[config.mk]
export PLATFORM = sky130hd
export DESIGN_NAME = jk_drive_sequencer
export DESIGN_NICKNAME = d
export VERILOG_FILES = /design/src/rtl/jk_drive_sequencer.sv
export SDC_FILE = /design/constraint.sdc
export NUM_CORES = 1
export LEC_CHECK = 0
export BUFFER_PORTS_ARGS = -buffer_cell sky130_fd_sc_hd__buf_2
export CAP_MARGIN = 20
export CORE_MARGIN = 2
export CORE_UTILIZATION = 27
export CTS_CLUSTER_SIZE = 10
export DETAILED_ROUTE_END_ITERATION = 16
export PLACE_DENSITY_LB_ADDON = 0.25
export REMOVE_ABC_BUFFERS = 1
export SYNTH_ARGS = -nofsm -noshare
export SYNTH_HDL_FRONTEND = slang
export SYNTH_SLANG_ARGS = --single-unit
[constraint.sdc]
create_clock -name ck -period 2.1 [get_ports ck]
set_clock_uncertainty 0.15 [all_clocks]
set_input_delay 0.42 -clock ck [delete_from_list [all_inputs] [get_ports ck]]
set_output_delay 0.42 -clock ck [all_outputs]
set_load 0.02 [all_outputs]
[src/rtl/jk_drive_sequencer.sv]
// jk_drive_sequencer: queues {j,k} commands, pulses them into a jk_latch and
// checks q/q_n after a settle window.
// Ports: ck/rst_n; cmd_valid/cmd/cmd_ready push side; j/k drive; q/q_n sense;
// busy, sticky err, saturating err_count, wrapping done_count.
module jk_drive_sequencer #(
  parameter int DEPTH  = 4,
  parameter int SETTLE = 2,
  parameter int CNT_W  = 8
) (
  input  logic             ck,
  input  logic             rst_n,
  input  logic             cmd_valid,
  input  logic [1:0]       cmd,
  output logic             cmd_ready,
  output logic             j,
  output logic             k,
  input  logic             q,
  input  logic             q_n,
  output logic             busy,
  output logic             err,
  output logic [CNT_W-1:0] err_count,
  output logic [CNT_W-1:0] done_count
);

  localparam int AW = $clog2(DEPTH);
  localparam int SW = (SETTLE > 1) ? $clog2(SETTLE) : 1;

  typedef enum logic [1:0] {
    S_IDLE,
    S_DRIVE,
    S_SETTLE,
    S_CHECK
  } state_e;

  state_e           state_q, state_d;
  logic [AW:0]      wr_ptr_q, wr_ptr_d;
  logic [AW:0]      rd_ptr_q, rd_ptr_d;
  logic [1:0]       mem_q [DEPTH];
  logic [1:0]       cmd_q, cmd_d;
  logic             q0_q, q0_d;
  logic             j_q, j_d;
  logic             k_q, k_d;
  logic [SW-1:0]    cnt_q, cnt_d;
  logic             err_q, err_d;
  logic [CNT_W-1:0] err_cnt_q, err_cnt_d;
  logic [CNT_W-1:0] done_cnt_q, done_cnt_d;

  logic empty, full, push, pop, exp_q;

  always_comb begin
    empty = (wr_ptr_q == rd_ptr_q);
    full  = (wr_ptr_q[AW] != rd_ptr_q[AW]) &&
            (wr_ptr_q[AW-1:0] == rd_ptr_q[AW-1:0]);
    push  = cmd_valid && !full;
    pop   = (state_q == S_IDLE) && !empty;

    case (cmd_q)
      2'b00:   exp_q = q0_q;
      2'b01:   exp_q = 1'b0;
      2'b10:   exp_q = 1'b1;
      default: exp_q = ~q0_q;
    endcase

    state_d    = state_q;
    wr_ptr_d   = wr_ptr_q + (AW+1)'(push);
    rd_ptr_d   = rd_ptr_q + (AW+1)'(pop);
    cmd_d      = cmd_q;
    q0_d       = q0_q;
    j_d        = 1'b0;
    k_d        = 1'b0;
    cnt_d      = cnt_q;
    err_d      = err_q;
    err_cnt_d  = err_cnt_q;
    done_cnt_d = done_cnt_q;

    unique case (state_q)
      S_IDLE: begin
        if (!empty) begin
          state_d    = S_DRIVE;
          cmd_d      = mem_q[rd_ptr_q[AW-1:0]];
          q0_d       = q;
          {j_d, k_d} = mem_q[rd_ptr_q[AW-1:0]];
        end
      end
      S_DRIVE: begin
        state_d = S_SETTLE;
        cnt_d   = SW'(SETTLE - 1);
      end
      S_SETTLE: begin
        if (cnt_q == '0) state_d = S_CHECK;
        else             cnt_d   = cnt_q - 1'b1;
      end
      S_CHECK: begin
        state_d    = S_IDLE;
        done_cnt_d = done_cnt_q + CNT_W'(1);
        // An X/Z on q or q_n makes the condition unknown and lands in
        // the failing branch.
        if ((q == exp_q) && (q_n != q)) begin
          err_d = err_q;
        end else begin
          err_d = 1'b1;
          if (err_cnt_q != '1) err_cnt_d = err_cnt_q + CNT_W'(1);
        end
      end
      default: state_d = S_IDLE;
    endcase
  end

  always_ff @(posedge ck or negedge rst_n) begin
    if (!rst_n) begin
      state_q    <= S_IDLE;
      wr_ptr_q   <= '0;
      rd_ptr_q   <= '0;
      cmd_q      <= 2'b00;
      q0_q       <= 1'b0;
      j_q        <= 1'b0;
      k_q        <= 1'b0;
      cnt_q      <= '0;
      err_q      <= 1'b0;
      err_cnt_q  <= '0;
      done_cnt_q <= '0;
    end else begin
      state_q    <= state_d;
      wr_ptr_q   <= wr_ptr_d;
      rd_ptr_q   <= rd_ptr_d;
      cmd_q      <= cmd_d;
      q0_q       <= q0_d;
      j_q        <= j_d;
      k_q        <= k_d;
      cnt_q      <= cnt_d;
      err_q      <= err_d;
      err_cnt_q  <= err_cnt_d;
      done_cnt_q <= done_cnt_d;
    end
  end

  // Storage needs no reset: the pointers define what is valid.
  always_ff @(posedge ck) begin
    if (push) mem_q[wr_ptr_q[AW-1:0]] <= cmd;
  end

  assign cmd_ready  = !full;
  assign j          = j_q;
  assign k          = k_q;
  assign busy       = (state_q != S_IDLE) || !empty;
  assign err        = err_q;
  assign err_count  = err_cnt_q;
  assign done_count = done_cnt_q;

endmodule
; ---- Yosys cells after proc, flatten, opt, wreduce, memory -nomap -nowiden
; Memories as Yosys holds them, arrays and structs flattened.
; Cells that the tools add are included.
[word_totals]
reg_bits = 31
mem_bits_rw = 8
inputBits = 7
memories = 1
[mem_list]
columns = memory, depth, width, rd, rd_ports_with_merged_regs, write_ports, line
row1 = mem_q, 4, 2, 1, 0, 1, 38  ; logic [1:0] mem_q [DEPTH];
[op_classes]
addsub = 5
n_eq_ne = 13
muxes = 12
bitwise_logic = 3
n_reduce_logical = 15
[ops]
columns = operator, count
row1 = $add A8 B1 Y8 const B, 2
row2 = $ne A8 B8 Y1 const B, 1
row3 = $pmux W2 S4, 1
row4 = $mux W1, 7
row5 = $add A3 B1 Y3, 2
row6 = $eq A2 B2 Y1 const B, 3
row7 = $reduce_and A2 Y1, 3
row8 = $eq A2 B1 Y1 const B, 2
row9 = $logic_and A1 B1 Y1, 4
row10 = $logic_not A2 Y1, 2
row11 = $mux W2, 2
row12 = $ne A2 B2 Y1 const B, 2
row13 = $reduce_bool A2 Y1, 2
row14 = $eq A3 B3 Y1, 1
row15 = $not A1 Y1, 3
row16 = $pmux W1 S3, 1
row17 = $reduce_and A3 Y1, 1
row18 = $eq A2 B2 Y1, 1
row19 = $logic_not A1 Y1, 2
row20 = $ne A1 B1 Y1, 2
row21 = $pmux W1 S2, 1
row22 = $eq A1 B1 Y1, 1
row23 = $logic_or A1 B1 Y1, 1
row24 = $sub A1 B1 Y1 const B, 1

; ---- Longest topological paths before layout
[logic_depth]
ltp_word = 6
depth_mapped = 8

; ---- Worst setup path before layout
; No wires, ideal clock.
[synth_path]
kind = register -> register
from = reg rd_ptr_q[1]
to = reg rd_ptr_q[2]
setup_ns = 0.123
arrival_time_ns = 1.556
required_ns = 1.827
slack_ns = 0.271
stages_incl_launch_ff = 8
n_path_buf = 0
period_less_slack_ns = 1.829
path_cell_list = dfrtp_1 xor2_1 nor3_1 nand2b_4 inv_1 ha_1 ha_1 xor2_1
[synth_via]
elab_chain_cells = 4
[synth_rtl]
columns = item, line
row1 = start: declaration, 37  ; logic [AW:0] rd_ptr_q, rd_ptr_d;
row2 = start signal: assignment, 125  ; rd_ptr_q <= rd_ptr_d;
row3 = $eq A3 B3 Y1, 51  ; empty = (wr_ptr_q == rd_ptr_q);
row4 = $logic_not A1 Y1, 55  ; pop = (state_q == S_IDLE) && !empty;
row5 = $logic_and A1 B1 Y1, 55
row6 = named net pop, 48  ; logic empty, full, push, pop, exp_q;
row7 = $add A3 B1 Y3, 66  ; rd_ptr_d = rd_ptr_q + (AW+1)'(pop);
row8 = named net rd_ptr_d[2], 37
; The timed path passes the listed nets, and every way through them passes these cells.
; A chain may end at the register's enable or synchronous reset.

; ---- Worst setup path after layout
[layout_path]
from = reg rd_ptr_q[2]
to = out busy
[layout_via]
elab_chain_cells = 3
[layout_rtl]
columns = item, line
row1 = $eq A3 B3 Y1, 51
row2 = $logic_not A1 Y1, 145  ; assign busy = (state_q != S_IDLE) || !empty;
row3 = $logic_or A1 B1 Y1, 145
row4 = end: declaration, 19  ; output logic busy,
; Every way passes these cells.

==> results.sh <==
export IMPL_yosys_register_bits=39
export IMPL_ios=28
export IMPL_synthTopCellsByArea="dfrtp_1, edfxtp_1, ha_1"
export IMPL_numPortBuffers=27
export IMPL_avgSynthCellArea_sq_um=12.9
export IMPL_setup_repair_after_global_routing_missed_its_margin="no"
export IMPL_number_of_drc_violations_after_detailed_routing=0
export IMPL_crit_path_end_kind="output port"
export IMPL_core_area_sq_mm=0.00631
export IMPL_timing_slew_headroom_pct=53.2
export IMPL_startpoint_type="flip-flop"
export IMPL_overflow=0
export IMPL_synth_yosys_seq_area_share_pct=57.8
export IMPL_vdd_ir_drop_max_mv=0.783
export IMPL_flow_area_growth_from_synthesis_pct=20.5
export IMPL_crit_reg2reg_launch="rd_ptr_q[2]"
export IMPL_layout_min_cycle_time_ns=2.03
export IMPL_dieWidth_microns=84.7
export IMPL_tritoncts_num_sinks=39
export IMPL_ys_async_sr_fraction_pct=79.5
export IMPL_grt_pass1_vias=1108
export IMPL_grt_start_max_net_pins=32
export IMPL_cts_path_max_buffers=2
export IMPL_final_min_period_over_clock_period_pct=96.5
export IMPL_htree_levels=2
export IMPL_worst_ep_arrival_time_ns=1.46
export IMPL_hold_buffers=0
export IMPL_netlist_cell_type_count=33
export IMPL_final_max_slew_viol_count=0
export IMPL_final_hold_violation_count=0
export IMPL_clk_insertion_delay_late_ns=0.29
export IMPL_hold_path_class="in -> async"
export IMPL_internal_cell_power_mw=1.91
export IMPL_setup_tns_ns=0
export IMPL_total_nets_final=190
export IMPL_clk_transition_reported_paths_ns=0.08
export IMPL_cellPowerDensity_mw_per_mm2=1470
export IMPL_net_switching_power_mw=1.21
export IMPL_synth_warning_count=0
export IMPL_post_drt_wl_per_cell_microns=12.1
export IMPL_routed_wire_length_mm=3.06
export IMPL_yosysMostFrequentCell="dfrtp_1"
export IMPL_fin_ws_ns=0.0745
export IMPL_crit_reg2reg_capture="rd_ptr_q[2]"
export IMPL_maxCapViolCount=0
export IMPL_post_route_cells_drive_above_1_share_pct=32.0
export IMPL_critPathRequiredTime_ns=1.53
export IMPL_total_setup_violations_reported_at_the_end_of_the_flow=0
export IMPL_pwr_share_clk_pct=16.3
export IMPL_die_span_y_microns=84.7
export IMPL_syn_inst=136
export IMPL_via_count_of_the_routed_design=1119
export IMPL_crit_path_start="rd_ptr_q[2]"
export IMPL_r2r_worst_path_cells=8
export IMPL_static_leakage_power_nw=0.986
export IMPL_yosys_area_top_type_share_pct=44.1
export IMPL_power_frac_seq_pct=42.3
export IMPL_antenna_cells_inserted=0
export IMPL_post_dp_hpwl_mm=2.17
export IMPL_cts_tree="yes"
export IMPL_vias_per_cell=4.44
export IMPL_tot_gr_track_use_pct=9.26
export IMPL_die_area_sq_mm=0.00717
export IMPL_clock_root_buffer="clkbuf_8"
export IMPL_cts_inserted_buffers=5
export IMPL_synth_common_cells="dfrtp_1, nand2_1, ha_1, xor2_1"
export IMPL_timing_critical_path_fanout_max=2
export IMPL_reg2reg_setup_slack_ns=0.23
export IMPL_worstMarginPinSlew_ns=0.702
export IMPL_dr_first_iter_drc_count=36
export IMPL_synth_top_flop_cell="dfrtp_1"
export IMPL_antenna_found_initial=0
export IMPL_global_route_wire_length_before_repair_mm=5.22
export IMPL_timing_fmax_ghz=0.494
export IMPL_start_util_pct=27.8
export IMPL_gp_routability_congestion=0.708
export IMPL_synth_largest_area_cell="dfrtp_1"
export IMPL_number_of_cell_rows=29
export IMPL_synth_edf_count=8
export IMPL_dp_slack_ns=0.207
export IMPL_logic_pwr_share_pct=41.5
export IMPL_status="finished, final reports clean"
export IMPL_antenna_left=0
export IMPL_p_sw_share_pct=38.8
export IMPL_number_of_detailed_route_iterations_in_the_first_pass=4
export IMPL_path_class="reg -> out"
export IMPL_synth_cell_area_sq_mm=0.00176
==> timing repair <==
item | CTS | global route
buffers inserted | 0 | 3
setup endpoints to repair | 1 | 1
resized for setup | 1 | 3
pin swaps | 0 | 1
==> metrics by stage <==
stage               hold WS, ns  area [sq um]  cells  util [%]  power [mW]
CTS                      0.0490          2090    249      33.1        3.11
detailed placement        0.299          2000    241      31.7        2.58
floorplan               -0.0256          1750    135         -        2.20
finish                   0.0148          2120    252      33.6        3.12
global route             0.0649          2120    252      33.6        3.39
global placement          0.290          2000    241      31.7        2.58
==> critical path, stage by stage, from the launching register on <==
cell	delay, ns
dfrtp_1	0.41
xor2_1	0.19
nor3_2	0.21
buf_4	0.14
nand2_1	0.05
buf_2	0.16
==> state kept, by name, summed over array words and instances (netlist names), 2 cells and up <==
register and count:
done_count 8, wr_ptr_q 3, mem_q 8, cmd_q 2, state_q 2, rd_ptr_q 3, err_count 8
==> power groups by stage <==
stage	registers (mW)	clock network (mW)	logic, mW
global placement	1.34	0	1.24
CTS	1.32	0.532	1.26
detailed placement	1.34	0	1.24
floorplan	1.42	0	0.780
global route	1.37	0.568	1.45
finish	1.32	0.507	1.29
==> cell type report <==
class	count	area (sq um)
Fill cell	652	4200
Sequential cell	39	1020
Multi-Input combinational cell	89	716
Timing Repair Buffer	32	173
Tap cell	77	96.3
Clock buffer	5	68.8
Inverter	7	26.3
Clock inverter	3	18.8
==> routing by layer <==
metal | up-vias | share of wire, % | routed length (microns) | GRT usage [%]
met1 | 537 | 46 | 1400 | 11.5
met5 | - | 0 | 0 | 0
met3 | 7 | 5.6 | 170 | 3.54
li1 | 554 | - | - | -
met2 | 21 | 47 | 1440 | 14.7
met4 | 0 | 1.3 | 41 | 3.46
==> cell usage in the layout (no fill, tap or decap), types with 2 or more instances in the layout <==
| master | netlist | final |
|---|---|---|
| nor2b_1 | 2 | 2 |
| xor2_1 | 9 | 9 |
| mux2i_1 | 2 | 2 |
| nand4_1 | 8 | 8 |
| clkbuf_8 | 0 | 5 |
| and2b_1 | 2 | 2 |
| nand3_1 | 4 | 4 |
| mux2_2 | 3 | 3 |
| o21ai_0 | 2 | 2 |
| nor2_1 | 5 | 5 |
| mux4_2 | 2 | 2 |
| and3_1 | 4 | 4 |
| nand2_1 | 10 | 10 |
| nor3b_1 | 2 | 2 |
| dfrtp_1 | 31 | 28 |
| edfxtp_1 | 8 | 8 |
| a21o_1 | 2 | 2 |
| xnor2_1 | 7 | 7 |
| dfrtp_2 | 0 | 3 |
| buf_4 | 0 | 5 |
| ha_1 | 9 | 9 |
| a21oi_1 | 3 | 3 |
| buf_2 | 1 | 27 |
| inv_1 | 7 | 7 |
==> how the worst max path moves through the flow <==
| stage | to | slack (ns) | cells past startpoint |
|---|---|---|---|
| after CTS | busy | 0.03 | 5 |
| after detailed placement | rd_ptr_q[2] | 0.21 | 7 |
| after global placement | rd_ptr_q[2] | 0.24 | 7 |
| after global routing | busy | 0.002 | 5 |
| final | busy | 0.07 | 5 |
| after floorplan | rd_ptr_q[2] | 0.27 | 7 |
==> cells by family after synthesis <==
family	Yosys count	share of synthesized area [%]
AO/OA/AOI/OAI	12	4.56
buffers and inverters	8	1.78
flip-flops	39	57.8
multiplexers	9	7.76
XOR/XNOR	16	7.97
AND/OR/NAND/NOR	43	13.7
adder cells (fa/ha/maj)	9	6.41
Power figures use the tool's default switching activity.
